$ cat src/rtl/mips_pkg.sv
// mips_pkg: definitions shared by the instruction fetch unit and the main
// control decoder.
//   - fetch_state_e      : fetch sequencer FSM states
//   - OPC_MSB / OPC_LSB  : location of the opcode field in an instruction word
//   - RESET_PC_DEFAULT   : default program counter after reset
//   - OP_*               : primary opcode encodings seen by the decoder
//   - opcode_of()        : extracts the opcode field from an instruction word
package mips_pkg;

  typedef enum logic [1:0] {
    ST_IDLE = 2'b00,
    ST_REQ  = 2'b01,
    ST_WAIT = 2'b10,
    ST_HOLD = 2'b11
  } fetch_state_e;

  localparam int OPC_MSB = 31;
  localparam int OPC_LSB = 26;

  localparam logic [31:0] RESET_PC_DEFAULT = 32'h0000_0000;

  localparam logic [5:0] OP_RTYPE = 6'b000000;
  localparam logic [5:0] OP_J     = 6'b000010;
  localparam logic [5:0] OP_JAL   = 6'b000011;
  localparam logic [5:0] OP_BEQ   = 6'b000100;
  localparam logic [5:0] OP_BNE   = 6'b000101;
  localparam logic [5:0] OP_ADDI  = 6'b001000;
  localparam logic [5:0] OP_LW    = 6'b100011;
  localparam logic [5:0] OP_SW    = 6'b101011;

  function automatic logic [5:0] opcode_of(input logic [31:0] word);
    return word[OPC_MSB:OPC_LSB];
  endfunction

endpackage

$ cat src/rtl/ifetch_pc_reg.sv
// ifetch_pc_reg: program counter register with its next-PC selection.
// Priority: redirect load > sequential advance (+PC_STEP, wraps) > hold.
// Ports:
//   clk, rst_n     : clock, asynchronous active-low reset (pc -> RESET_PC)
//   load_redirect  : load redirect_pc this cycle
//   redirect_pc    : redirect target (already aligned by the caller)
//   advance        : step to the next sequential address
//   pc             : current program counter
module ifetch_pc_reg
  import mips_pkg::*;
#(
  parameter int                 ADDR_W   = 32,
  parameter logic [ADDR_W-1:0]  RESET_PC = ADDR_W'(RESET_PC_DEFAULT),
  parameter int                 PC_STEP  = 4
) (
  input  logic              clk,
  input  logic              rst_n,
  input  logic              load_redirect,
  input  logic [ADDR_W-1:0] redirect_pc,
  input  logic              advance,
  output logic [ADDR_W-1:0] pc
);

  localparam logic [ADDR_W-1:0] PC_STEP_W = ADDR_W'(PC_STEP);

  logic [ADDR_W-1:0] pc_d;
  logic [ADDR_W-1:0] pc_q;

  // Next-PC mux; the add wraps modulo 2^ADDR_W.
  always_comb begin
    pc_d = pc_q;
    if (load_redirect) begin
      pc_d = redirect_pc;
    end else if (advance) begin
      pc_d = pc_q + PC_STEP_W;
    end else begin
      pc_d = pc_q;
    end
  end

  // PC state register.
  always_ff @(posedge clk or negedge rst_n) begin
    if (!rst_n) begin
      pc_q <= RESET_PC;
    end else begin
      pc_q <= pc_d;
    end
  end

  assign pc = pc_q;

endmodule

$ cat src/rtl/ifetch_unit.sv
// ifetch_unit: single-outstanding instruction fetch sequencer feeding decode.
// Optional feature macro: IFETCH_ALIGN_CHECK_EN (adds fetch_fault output and
// parks the fetcher on a misaligned redirect; without it the low two target
// bits are cleared on load).
// Ports:
//   clk, rst_n                       : clock, asynchronous active-low reset
//   imem_req_valid/ready/addr        : request channel (addr = current pc)
//   imem_resp_valid/data             : response strobe and instruction word
//   stall                            : decode cannot take the held instruction
//   redirect_valid/redirect_pc       : taken branch/jump pulse and target
//   instr_valid/instr/opcode/instr_pc: held instruction presented to decode
//   fetch_fault (macro only)         : sticky misaligned-redirect flag
module ifetch_unit
  import mips_pkg::*;
#(
  parameter int                 ADDR_W   = 32,
  parameter logic [ADDR_W-1:0]  RESET_PC = ADDR_W'(RESET_PC_DEFAULT),
  parameter int                 PC_STEP  = 4
) (
  input  logic              clk,
  input  logic              rst_n,
  output logic              imem_req_valid,
  input  logic              imem_req_ready,
  output logic [ADDR_W-1:0] imem_req_addr,
  input  logic              imem_resp_valid,
  input  logic [31:0]       imem_resp_data,
  input  logic              stall,
  input  logic              redirect_valid,
  input  logic [ADDR_W-1:0] redirect_pc,
  output logic              instr_valid,
  output logic [31:0]       instr,
  output logic [5:0]        opcode,
  output logic [ADDR_W-1:0] instr_pc
`ifdef IFETCH_ALIGN_CHECK_EN
  ,
  output logic              fetch_fault
`endif
);

  fetch_state_e      state_d, state_q;
  logic              kill_d, kill_q;
  logic [31:0]       instr_d, instr_q;
  logic [ADDR_W-1:0] instr_pc_d, instr_pc_q;
  logic              instr_valid_d, instr_valid_q;
  logic [ADDR_W-1:0] pc;
  logic [ADDR_W-1:0] redirect_tgt;
  logic              pc_load;
  logic              pc_advance;
  logic              park;

`ifdef IFETCH_ALIGN_CHECK_EN
  logic fault_d, fault_q;

  assign redirect_tgt = redirect_pc;
  // Park on a fresh misaligned redirect, and keep parking once faulted.
  assign park    = fault_q | (redirect_valid & (|redirect_pc[1:0]));
  assign fault_d = park;
`else
  // Targets are word aligned by construction when the check is disabled.
  assign redirect_tgt = redirect_pc & ~ADDR_W'(3);
  assign park         = 1'b0;
`endif

  ifetch_pc_reg #(
    .ADDR_W   (ADDR_W),
    .RESET_PC (RESET_PC),
    .PC_STEP  (PC_STEP)
  ) u_pc_reg (
    .clk           (clk),
    .rst_n         (rst_n),
    .load_redirect (pc_load),
    .redirect_pc   (redirect_tgt),
    .advance       (pc_advance),
    .pc            (pc)
  );

  // Next-state and datapath control; redirect overrides normal sequencing.
  always_comb begin
    state_d       = state_q;
    kill_d        = kill_q;
    instr_d       = instr_q;
    instr_pc_d    = instr_pc_q;
    instr_valid_d = instr_valid_q;
    pc_load       = 1'b0;
    pc_advance    = 1'b0;

    if (park) begin
      state_d       = ST_IDLE;
      kill_d        = 1'b0;
      instr_valid_d = 1'b0;
      pc_load       = redirect_valid;
    end else if (redirect_valid) begin
      pc_load       = 1'b1;
      instr_valid_d = 1'b0;
      case (state_q)
        ST_IDLE, ST_HOLD: begin
          state_d = ST_REQ;
        end
        ST_REQ: begin
          if (imem_req_ready) begin
            // Old-address request already accepted: its response must be dropped.
            kill_d  = 1'b1;
            state_d = ST_WAIT;
          end else begin
            state_d = ST_REQ;
          end
        end
        ST_WAIT: begin
          if (imem_resp_valid) begin
            kill_d  = 1'b0;
            state_d = ST_REQ;
          end else begin
            kill_d  = 1'b1;
            state_d = ST_WAIT;
          end
        end
        default: begin
          state_d = ST_IDLE;
        end
      endcase
    end else begin
      case (state_q)
        ST_IDLE: begin
          state_d = ST_REQ;
        end
        ST_REQ: begin
          if (imem_req_ready) begin
            state_d = ST_WAIT;
          end else begin
            state_d = ST_REQ;
          end
        end
        ST_WAIT: begin
          if (imem_resp_valid && kill_q) begin
            // pc already holds the redirect target.
            kill_d  = 1'b0;
            state_d = ST_REQ;
          end else if (imem_resp_valid) begin
            instr_d       = imem_resp_data;
            instr_pc_d    = pc;
            instr_valid_d = 1'b1;
            pc_advance    = 1'b1;
            state_d       = ST_HOLD;
          end else begin
            state_d = ST_WAIT;
          end
        end
        ST_HOLD: begin
          if (!stall) begin
            instr_valid_d = 1'b0;
            state_d       = ST_REQ;
          end else begin
            state_d = ST_HOLD;
          end
        end
        default: begin
          state_d = ST_IDLE;
        end
      endcase
    end
  end

  // FSM and instruction holding registers.
  always_ff @(posedge clk or negedge rst_n) begin
    if (!rst_n) begin
      state_q       <= ST_IDLE;
      kill_q        <= 1'b0;
      instr_q       <= 32'h0000_0000;
      instr_pc_q    <= '0;
      instr_valid_q <= 1'b0;
    end else begin
      state_q       <= state_d;
      kill_q        <= kill_d;
      instr_q       <= instr_d;
      instr_pc_q    <= instr_pc_d;
      instr_valid_q <= instr_valid_d;
    end
  end

`ifdef IFETCH_ALIGN_CHECK_EN
  // Sticky fault flag, cleared only by reset.
  always_ff @(posedge clk or negedge rst_n) begin
    if (!rst_n) begin
      fault_q <= 1'b0;
    end else begin
      fault_q <= fault_d;
    end
  end

  assign fetch_fault = fault_q;
`endif

  assign imem_req_valid = (state_q == ST_REQ);
  assign imem_req_addr  = pc;
  assign instr_valid    = instr_valid_q;
  assign instr          = instr_q;
  assign opcode         = opcode_of(instr_q);
  assign instr_pc       = instr_pc_q;

endmodule

$ cat config.mk
export PLATFORM = sky130hd
export DESIGN_NAME = ifetch_unit
export DESIGN_NICKNAME = d
export VERILOG_FILES = /design/src/rtl/mips_pkg.sv /design/src/rtl/ifetch_pc_reg.sv /design/src/rtl/ifetch_unit.sv
export SDC_FILE = /design/constraint.sdc
export NUM_CORES = 1
export LEC_CHECK = 0
export BUFFER_PORTS_ARGS = -buffer_cell sky130_fd_sc_hd__buf_2
export CORE_MARGIN = 2
export CORE_UTILIZATION = 49
export DETAILED_ROUTE_END_ITERATION = 12
export PLACE_DENSITY = 0.87
export SLEW_MARGIN = 20
export SYNTH_ARGS = -nofsm -noshare
export SYNTH_HDL_FRONTEND = slang
export SYNTH_SLANG_ARGS = --single-unit
$ cat constraint.sdc
create_clock -name clk -period 2.8 [get_ports clk]
set_input_delay 0.28 -clock clk [delete_from_list [all_inputs] [get_ports clk]]
set_output_delay 0.28 -clock clk [all_outputs]
set_load 0.02 [all_outputs]
# Word-level counts from Yosys, hierarchy flattened
# Cells that the tools add are included.
# classes
div,0
reduce_logical,11
eq_ne,7
bitwise_logic,2
mul,0
add_sub_neg,1
muxes,26
n_lt_le_gt_ge,0
shift,0
# ops
cell,count
$mux W32,2
$add A32 B3 Y32 const B,1
$mux W1,15
$ne A3 B3 Y1 const B,4
$reduce_and A4 Y1,3
$mux W2,5
$pmux W2 S4,1
$reduce_bool A2 Y1,4
$pmux W2 S3,1
$eq A2 B2 Y1 const B,2
$pmux W1 S2,2
$reduce_bool A3 Y1,1
$eq A2 B1 Y1 const B,1
$logic_not A2 Y1,1
$not A1 Y1,2
$reduce_or A2 Y1,1
$logic_and A1 B1 Y1,1
# word_totals
memories,0
ramBits,0
wordCells,53
romBits,0
out_inout_bits,104
register_bits,100
latch_bits,0

# Logic depth before layout (Yosys ltp)
# Gate-level depths: netlist of the first run.
# depth
ltp_word,6
ltp_mapped,8

# Hierarchy
# A second synthesis of the first run with hierarchy kept.
# hier_totals
cells_unflattened,377
area_unflattened_um2,4767.1
# modules_own_cells
module,area_each_um2,seq_area_each_um2,cells_per_inst,n_inst
ifetch_unit,2946.6,1701.6,177,1
ifetch_pc_reg,1820.5,800.8,200,1

# Least setup slack after synthesis of the first run
# OpenSTA, ideal clock, no wires.
# synth_path
path_kind,reg-to-reg
startpoint,register u_pc_reg.pc_q[2] (netlist: u_pc_reg.pc[2])
endpoint,register u_pc_reg.pc_q[26] (netlist: u_pc_reg.pc[26])
slack_ns,0.766
t_arrival_ns,1.952
setup_time_ns,0.082
n_path_buf,1
stages_incl_launch_ff,7
path_cell_list,dfrtp_1 -> ha_1 -> nand3_1 -> or3_4 -> buf_6 -> or4_1 -> a31oi_1
# synth_between
elab_chain_len,3
# synth_rtl
item,line_no,text
start: declaration,ifetch_pc_reg.sv:27,logic [ADDR_W-1:0] pc_q;
start signal: assignment,ifetch_pc_reg.sv:46,pc_q <= pc_d;
$add A32 B3 Y32,ifetch_pc_reg.sv:35,pc_d = pc_q + PC_STEP_W;
$mux W32,ifetch_pc_reg.sv:34,end else if (advance) begin
$mux W32,ifetch_pc_reg.sv:32,if (load_redirect) begin
# Every way passes these cells. The select of a mux whose other input is x is not followed.
# A chain may end at the register's enable or synchronous reset.

# Worst setup path after layout of the first run
# layout_path
startpoint,register state_q[0]
endpoint,register u_pc_reg.pc_q[28] (netlist: u_pc_reg.pc[28])
# layout_between
elab_chain_len,4
# layout_rtl
item,line_no,text
start: declaration,ifetch_unit.sv:40,"fetch_state_e state_d, state_q;"
start signal: assignment,ifetch_unit.sv:172,state_q <= state_d;
$eq A2 B2 Y1,ifetch_unit.sv:122,case (state_q)
$mux W1,ifetch_unit.sv:122,
$mux W1,ifetch_unit.sv:92,end else if (redirect_valid) begin
$reduce_bool A2 Y1 (no line),n/a,
# Every way passes these cells.

==> results of run 1 <==
-- through the flow --
| step | std cells | total power (uW) | hold WS [ps] | util, % | area [sq um] |
|---|---|---|---|---|---|
| after CTS | 652 | 3980 | 120 | 63.7 | 5590 |
| after detailed placement | 635 | 2860 | 329 | 60.7 | 5320 |
| final | 652 | 3950 | 128 | 63.7 | 5590 |
| after floorplan | 386 | 2470 | -15.6 | - | 4460 |
| after global placement | 635 | 2810 | 320 | 60.7 | 5320 |
| after global routing | 652 | 4150 | 122 | 63.7 | 5590 |
-- what timing repair did --
item / CTS / global route
hold buffers: 1 / 0
endpoints found under the hold margin: 45 / 0
endpoints found under the setup margin: 0 / 0
-- layer usage --
layer	global-route usage (%)	part of all wire, %
met2	36.3	50
met5	0	0
met4	7.90	2.0
met1	27.9	41
met3	4.64	7.6
-- final timing paths --
path	endpoint	cells past startpoint
max in group asynchronous	instr[1]	3
min	u_pc_reg.pc[12]	3
min reg2reg	instr_pc[30]	1
max reg2reg	u_pc_reg.pc[28]	6
max	u_pc_reg.pc[28]	6
min in group asynchronous	instr_pc[10]	2
-- flip-flops by register name (all words and copies together), names as in the netlist --
register / count
u_pc_reg.pc: 30
instr_valid: 1
state_q: 2
instr_pc: 30
kill_q: 1
instr: 32
-- cell usage in the layout (no fill, tap or decap), types with 2 or more instances in the layout --
cell type,netlist,final
nand2_1,31,31
and4_1,3,3
bufinv_16,0,3
xor2_1,6,6
nor4_1,3,3
or3_1,6,6
nor2_1,20,19
conb_1,1,4
a21oi_1,2,2
o21ai_0,18,18
a22oi_1,3,3
nor2b_1,2,2
ha_1,5,5
inv_1,8,8
dfrtp_1,96,96
buf_4,11,3
buf_2,8,166
or4_1,11,11
nand4_1,15,15
clkbuf_8,0,11
a31oi_1,15,15
o31ai_1,12,12
xnor2_1,6,6
mux2_2,62,62
and3_1,6,6
nand3_1,9,9
nand4b_1,2,2
buf_12,0,2
-- logic make-up (layout without fill, tap and decap cells) --
logic type / Yosys count / count (layout) / synth area share (%)
compound gates: 55 / 55 / 7.80
xor+xnor: 12 / 12 / 2.36
fa+ha+maj: 5 / 5 / 1.41
buf+inv: 38 / 196 / 4.53
flops: 96 / 96 / 54.0
mux: 63 / 63 / 15.9
other cells: 1 / 4 / 0.0844
simple gates: 113 / 113 / 13.8
-- layout make-up --
class	instances	area share [%]
clock buffers	11	2.71
repair buffers	172	16.2
clock inverters	5	1.84
inverters	8	0.538
multi-input cells	252	33.3
flip-flops and latches	96	43.0
well taps	108	2.42
-- power by group through the flow --
stage | clock network, uW | logic [uW] | registers, uW
2_1_floorplan | 0 | 413 | 2060
3_3_place_gp | 0 | 1020 | 1790
3_5_place_dp | 0 | 1050 | 1810
4_1_cts | 1140 | 1050 | 1790
5_1_grt | 1200 | 1130 | 1820
6_report | 1120 | 1040 | 1780
-- critical path, cell delays in order, from the launching register on --
cell	delay [ps]
dfrtp_1	410
inv_1	90
ha_1	350
nand3b_4	190
or3_4	510
or4_1	520
a31oi_1	170
==> out/metrics.csv, run 1 <==
stage;metric;value;unit
placement;post-place-ws;502;ps
synth;ys_seq_area_share;54.0;%
placement;place.gp.congestion;0.827;
floorplan;die_x;99.3;microns
flow_run;maxCapViolations;0;
grt;grt_max_degree;52;
routing;drt_iter0_drc;153;
cells_and_area;multi_input_area;1860;sq um
status;status;finished, final reports clean;
sta;timing.fmax;0.429;GHz
sta;maxSlewViolCount;0;
worst_setup_path;path_max_fanout;15;
sta;fin_crit;2330;ps
synth;synthTopCellsByCount;dfrtp_1, mux2_2, nand2_1;
clock_network;clk_pin_slew;90;ps
cells_and_area;drive_gt1_share;46.3;%
clock_network;clock_sinks;96;
routing;wire_per_inst;16.2;microns
power_and_ir_drop;internal_power;2680;uW
clock_network;post_cts_buffers;0;
floorplan;die_h;99.3;microns
power_and_ir_drop;leakage;0.00291;uW
sta;relSlewSlack;39.3;%
grt;grt_first_pass_wirelength;17300;microns
routing;drt-pass1-iter-count;5;
worst_setup_path;start_kind;register;
worst_setup_path;crit_path_start;state_q[0];
sta;rsz0062_at_grt;no;
synth;async_reset_ff_share;100;%
floorplan;rows;34;
clock_network;cts_buffers;9;
power_and_ir_drop;p_sw;1270;uW
synth;synth-seq-cells;96;
synth;synth_top_cell_area_share;54.0;%
routing;routed_wirelength;10600;microns
min_path;hold_class;in -> reg;
sta;hold_viol_final;0;
power_and_ir_drop;ir_worst_vdd;0.363;mV
worst_setup_path;crit_type;reg -> reg;
clock_network;cts-root-buf;clkbuf_8;
worst_setup_path;crit_arrival;2610;ps
grt;grt.total_usage;21.7;%
power_and_ir_drop;combPwrFrac;26.4;%
floorplan;floorplan.die_area;9850;sq um
worst_setup_path;cp.required;3080;ps
worst_setup_path;regToRegStartpoint;state_q[0];
cells_and_area;fill_cells;726;
synth;yosysTopAreaCell;dfrtp_1;
placement;dpl.hpwl;7760;microns
sta;fin_setup_tns;0;ps
placement;port_buffers;167;
synth;synth.area.top_cells;dfrtp_1, mux2_2, nand2_1;
sta;setup_violations;0;
floorplan;ios;174;
sta;setup_ws;472;ps
worst_setup_path;rrSetupSlack;470;ps
clock_network;worstSkewPairLatency;360;ps
synth;ys_warn_count;0;
power_and_ir_drop;seq_power_share;45.2;%
clock_network;cts_buffer_depth;2;
sta;fin_skew;11.5;ps
grt;grt_pass1_vias;3561;
cells_and_area;layout.nets;614;
sta;period_share;83.2;%
power_and_ir_drop;swShare;32.1;%
clock_network;htreeDepth;3;
power_and_ir_drop;clkPwrFrac;28.4;%
cells_and_area;area_delta_synth_final;25.6;%
synth;synth_cells;383;
synth;synth_edf_count;0;
routing;viasPerCell;5.56;
synth;netlist-cell-type-count;38;
floorplan;core_area;8760;sq um
worst_setup_path;cp-end-kind;register;
min_path;min_from;redirect_pc[12];
synth;avgSynthCellArea;11.6;sq um
synth;ys.flop_type;dfrtp_1;
routing;drc_errors;0;
cells_and_area;seqCellArea;2400;sq um
clock_network;cts_tree;yes;
cells_and_area;n_antenna_cell;0;
synth;yosysMostFrequentCell;dfrtp_1;
power_and_ir_drop;power.density;706;nW/um^2
floorplan;initial_core_util;50.7;%
routing;vias;3627;
grt;grt_overflow_total;0;
synth;syn-cell-area;4450;sq um
clock_network;cts_resized;0;
grt;antenna_found_initial;0;
routing;ant_nets;0;
sta;tightest_slew;910;ps
Power figures use the tool's default switching activity.
==> inputs of run 2 (changes only) <==
==> constraint.sdc (replaced) <==
create_clock -name clk -period 2.35 [get_ports clk]
set_input_delay 0.235 -clock clk [delete_from_list [all_inputs] [get_ports clk]]
set_output_delay 0.235 -clock clk [all_outputs]
set_load 0.02 [all_outputs]
==> out/metrics.csv, run 2 (synthesized netlist as in run 1, its figures left out) <==
stage;metric;value;unit;change
placement;dpl.hpwl;7830;microns;+0.91%
floorplan;die_x;99.3;microns;unchanged
grt;grt_max_degree;52;;unchanged
sta;fin_crit;2090;ps;-235 ps
sta;tightest_slew;934;ps;+24.6 ps
power_and_ir_drop;leakage;0.00289;uW;-0.46%
floorplan;core_area;8760;sq um;unchanged
grt;use_met3;3.94;%;-0.70 points
power_and_ir_drop;ir_worst_vdd;0.448;mV;+24%
placement;place.gp.congestion;0.840;;+1.6%
status;status;finished, final reports clean;;
power_and_ir_drop;clkPwrFrac;23.9;%;-4.5 points
sta;timing.fmax;0.478;GHz;+11%
power_and_ir_drop;swShare;34.1;%;+2.0 points
cells_and_area;area_delta_synth_final;25.0;%;
flow_run;maxCapViolations;0;;unchanged
cells_and_area;final_util;63.4;%;-0.34 points
power_and_ir_drop;power.density;798;nW/um^2;+13%
power_and_ir_drop;combPwrFrac;28.1;%;+1.7 points
sta;relSlewSlack;37.7;%;-1.6 points
cells_and_area;drive_gt1_share;46.5;%;+0.21 points
worst_setup_path;rrSetupSlack;260;ps;-220 ps
power_and_ir_drop;p_sw;1510;uW;+20%
clock_network;cts_resized;0;;unchanged
sta;fin_setup_tns;0;ps;unchanged
sta;fin_skew;12.6;ps;+1.10 ps
grt;grt.total_usage;21.4;%;-0.31 points
floorplan;rows;34;;unchanged
floorplan;die_h;99.3;microns;unchanged
routing;ant_nets;0;;unchanged
cells_and_area;fill_cells;716;;-1.4%
worst_setup_path;cp-end-kind;register;;
worst_setup_path;start_kind;register;;
cells_and_area;n_antenna_cell;0;;unchanged
grt;grt_first_pass_wirelength;17000;microns;-1.2%
clock_network;cts_buffer_depth;2;;unchanged
routing;drt-pass1-iter-count;5;;unchanged
floorplan;initial_core_util;50.7;%;unchanged
grt;grt_overflow_total;0;;unchanged
grt;grt_pass1_vias;3509;;-1.5%
sta;maxSlewViolCount;0;;unchanged
floorplan;floorplan.die_area;9850;sq um;unchanged
cells_and_area;seqCellArea;2400;sq um;unchanged
worst_setup_path;path_max_fanout;15;;unchanged
cells_and_area;multi_input_area;1860;sq um;unchanged
grt;use_met1;28.0;%;+0.067 points
floorplan;ios;174;;unchanged
sta;hold_viol_final;0;;unchanged
clock_network;cts-root-buf;clkbuf_8;;
cells_and_area;layout_common_cells;buf_2, dfrtp_1, mux2_2, nand2_1, nor2_1;;
routing;routed_wirelength;10700;microns;+1.0%
sta;timing.hold.ws;85.2;ps;-42.7 ps
placement;dp_cells;640;;+0.79%
worst_setup_path;crit_type;reg -> reg;;
routing;drt_iter0_drc;123;;-20%
clock_network;cts_tree;yes;;
worst_setup_path;cp.required;2620;ps;-460 ps
routing;viasPerCell;5.57;;about the same
cells_and_area;layout_commonest_cell;buf_2;;
min_path;hold_class;in -> reg;;
clock_network;cts_buffers;9;;unchanged
power_and_ir_drop;internal_power;2920;uW;+9.1%
cells_and_area;stdcell_count;656;;+0.61%
grt;busiest_layer;met2;;
clock_network;clock_sinks;96;;unchanged
power_and_ir_drop;seq_power_share;48.0;%;+2.8 points
routing;wire_per_inst;16.3;microns;+0.41%
clock_network;htreeDepth;3;;unchanged
placement;port_buffers;167;;unchanged
sta;setup_violations;0;;unchanged
sta;period_share;89.1;%;+5.9 points
cells_and_area;layout.nets;619;;+0.81%
worst_setup_path;crit_arrival;2360;ps;-250 ps
grt;grt_util_met2;36.3;%;-0.052 points
clock_network;worstSkewPairLatency;350;ps;about the same
cells_and_area;largest_reg_flops;32;;unchanged
sta;rsz0062_at_grt;no;;
routing;vias;3652;;+0.69%
routing;drc_errors;0;;unchanged
grt;antenna_found_initial;0;;unchanged
clock_network;clk_pin_slew;90;ps;about the same
-- run 2: final timing paths --
| check | start | end | cells after the start |
|---|---|---|---|
| hold / removal | redirect_pc[2] | u_pc_reg.pc[2] | 3 |
| setup reg to reg | state_q[0] | u_pc_reg.pc[28] | 6 |
| setup / recovery | state_q[0] | u_pc_reg.pc[28] | 6 |
| max in group asynchronous | rst_n | u_pc_reg.pc[29] | 3 |
| hold reg to reg | instr[18] | instr[18] | 1 |
| min in group asynchronous | rst_n | instr_pc[14] | 2 |
-- run 2: through the flow --
step / power, uW / instance area, sq um / setup WS (ps)
detailed placement: 3420 / 5360 / 282
global route: 4660 / 5560 / 106
CTS: 4470 / 5560 / 257
floorplan: 2940 / 4460 / 316
finish: 4440 / 5560 / 256
global placement: 3360 / 5360 / 344
-- run 2: layout make-up --
type | instances | area share (%)
sequential | 96 | 43.2
multi-input combinational | 252 | 33.5
timing repair buffer | 177 | 16.9
tap | 108 | 2.43
clock buffer | 10 | 2.30
clock inverter | 5 | 1.06
inverter | 8 | 0.541
-- run 2: routing by layer --
| metal | share of wire (%) | wire length (microns) | vias up |
|---|---|---|---|
| met3 | 6.1 | 650 | 14 |
| met2 | 51 | 5400 | 147 |
| met4 | 1.4 | 153 | 0 |
| met1 | 42 | 4480 | 1796 |
| li1 | - | - | 1695 |
| met5 | 0 | 0 | - |
-- run 2: critical path: stages (launching register included) --
cell      delay [ps]
dfrtp_1          420
inv_1             90
ha_1             240
nand3b_4          90
or3_4            480
or4_1            520
a31oi_1          170
-- run 2: what timing repair did --
item,4_1_cts,5_1_grt
setup buffers,0,0
endpoints found under the hold margin,50,0
hold buffers,1,0
-- run 2: power groups by stage --
stage,clock network [uW],logic [uW],registers [uW]
2_1_floorplan,0,492,2450
3_3_place_gp,0,1230,2140
3_5_place_dp,0,1260,2160
4_1_cts,1080,1260,2130
5_1_grt,1140,1350,2170
6_report,1060,1250,2130
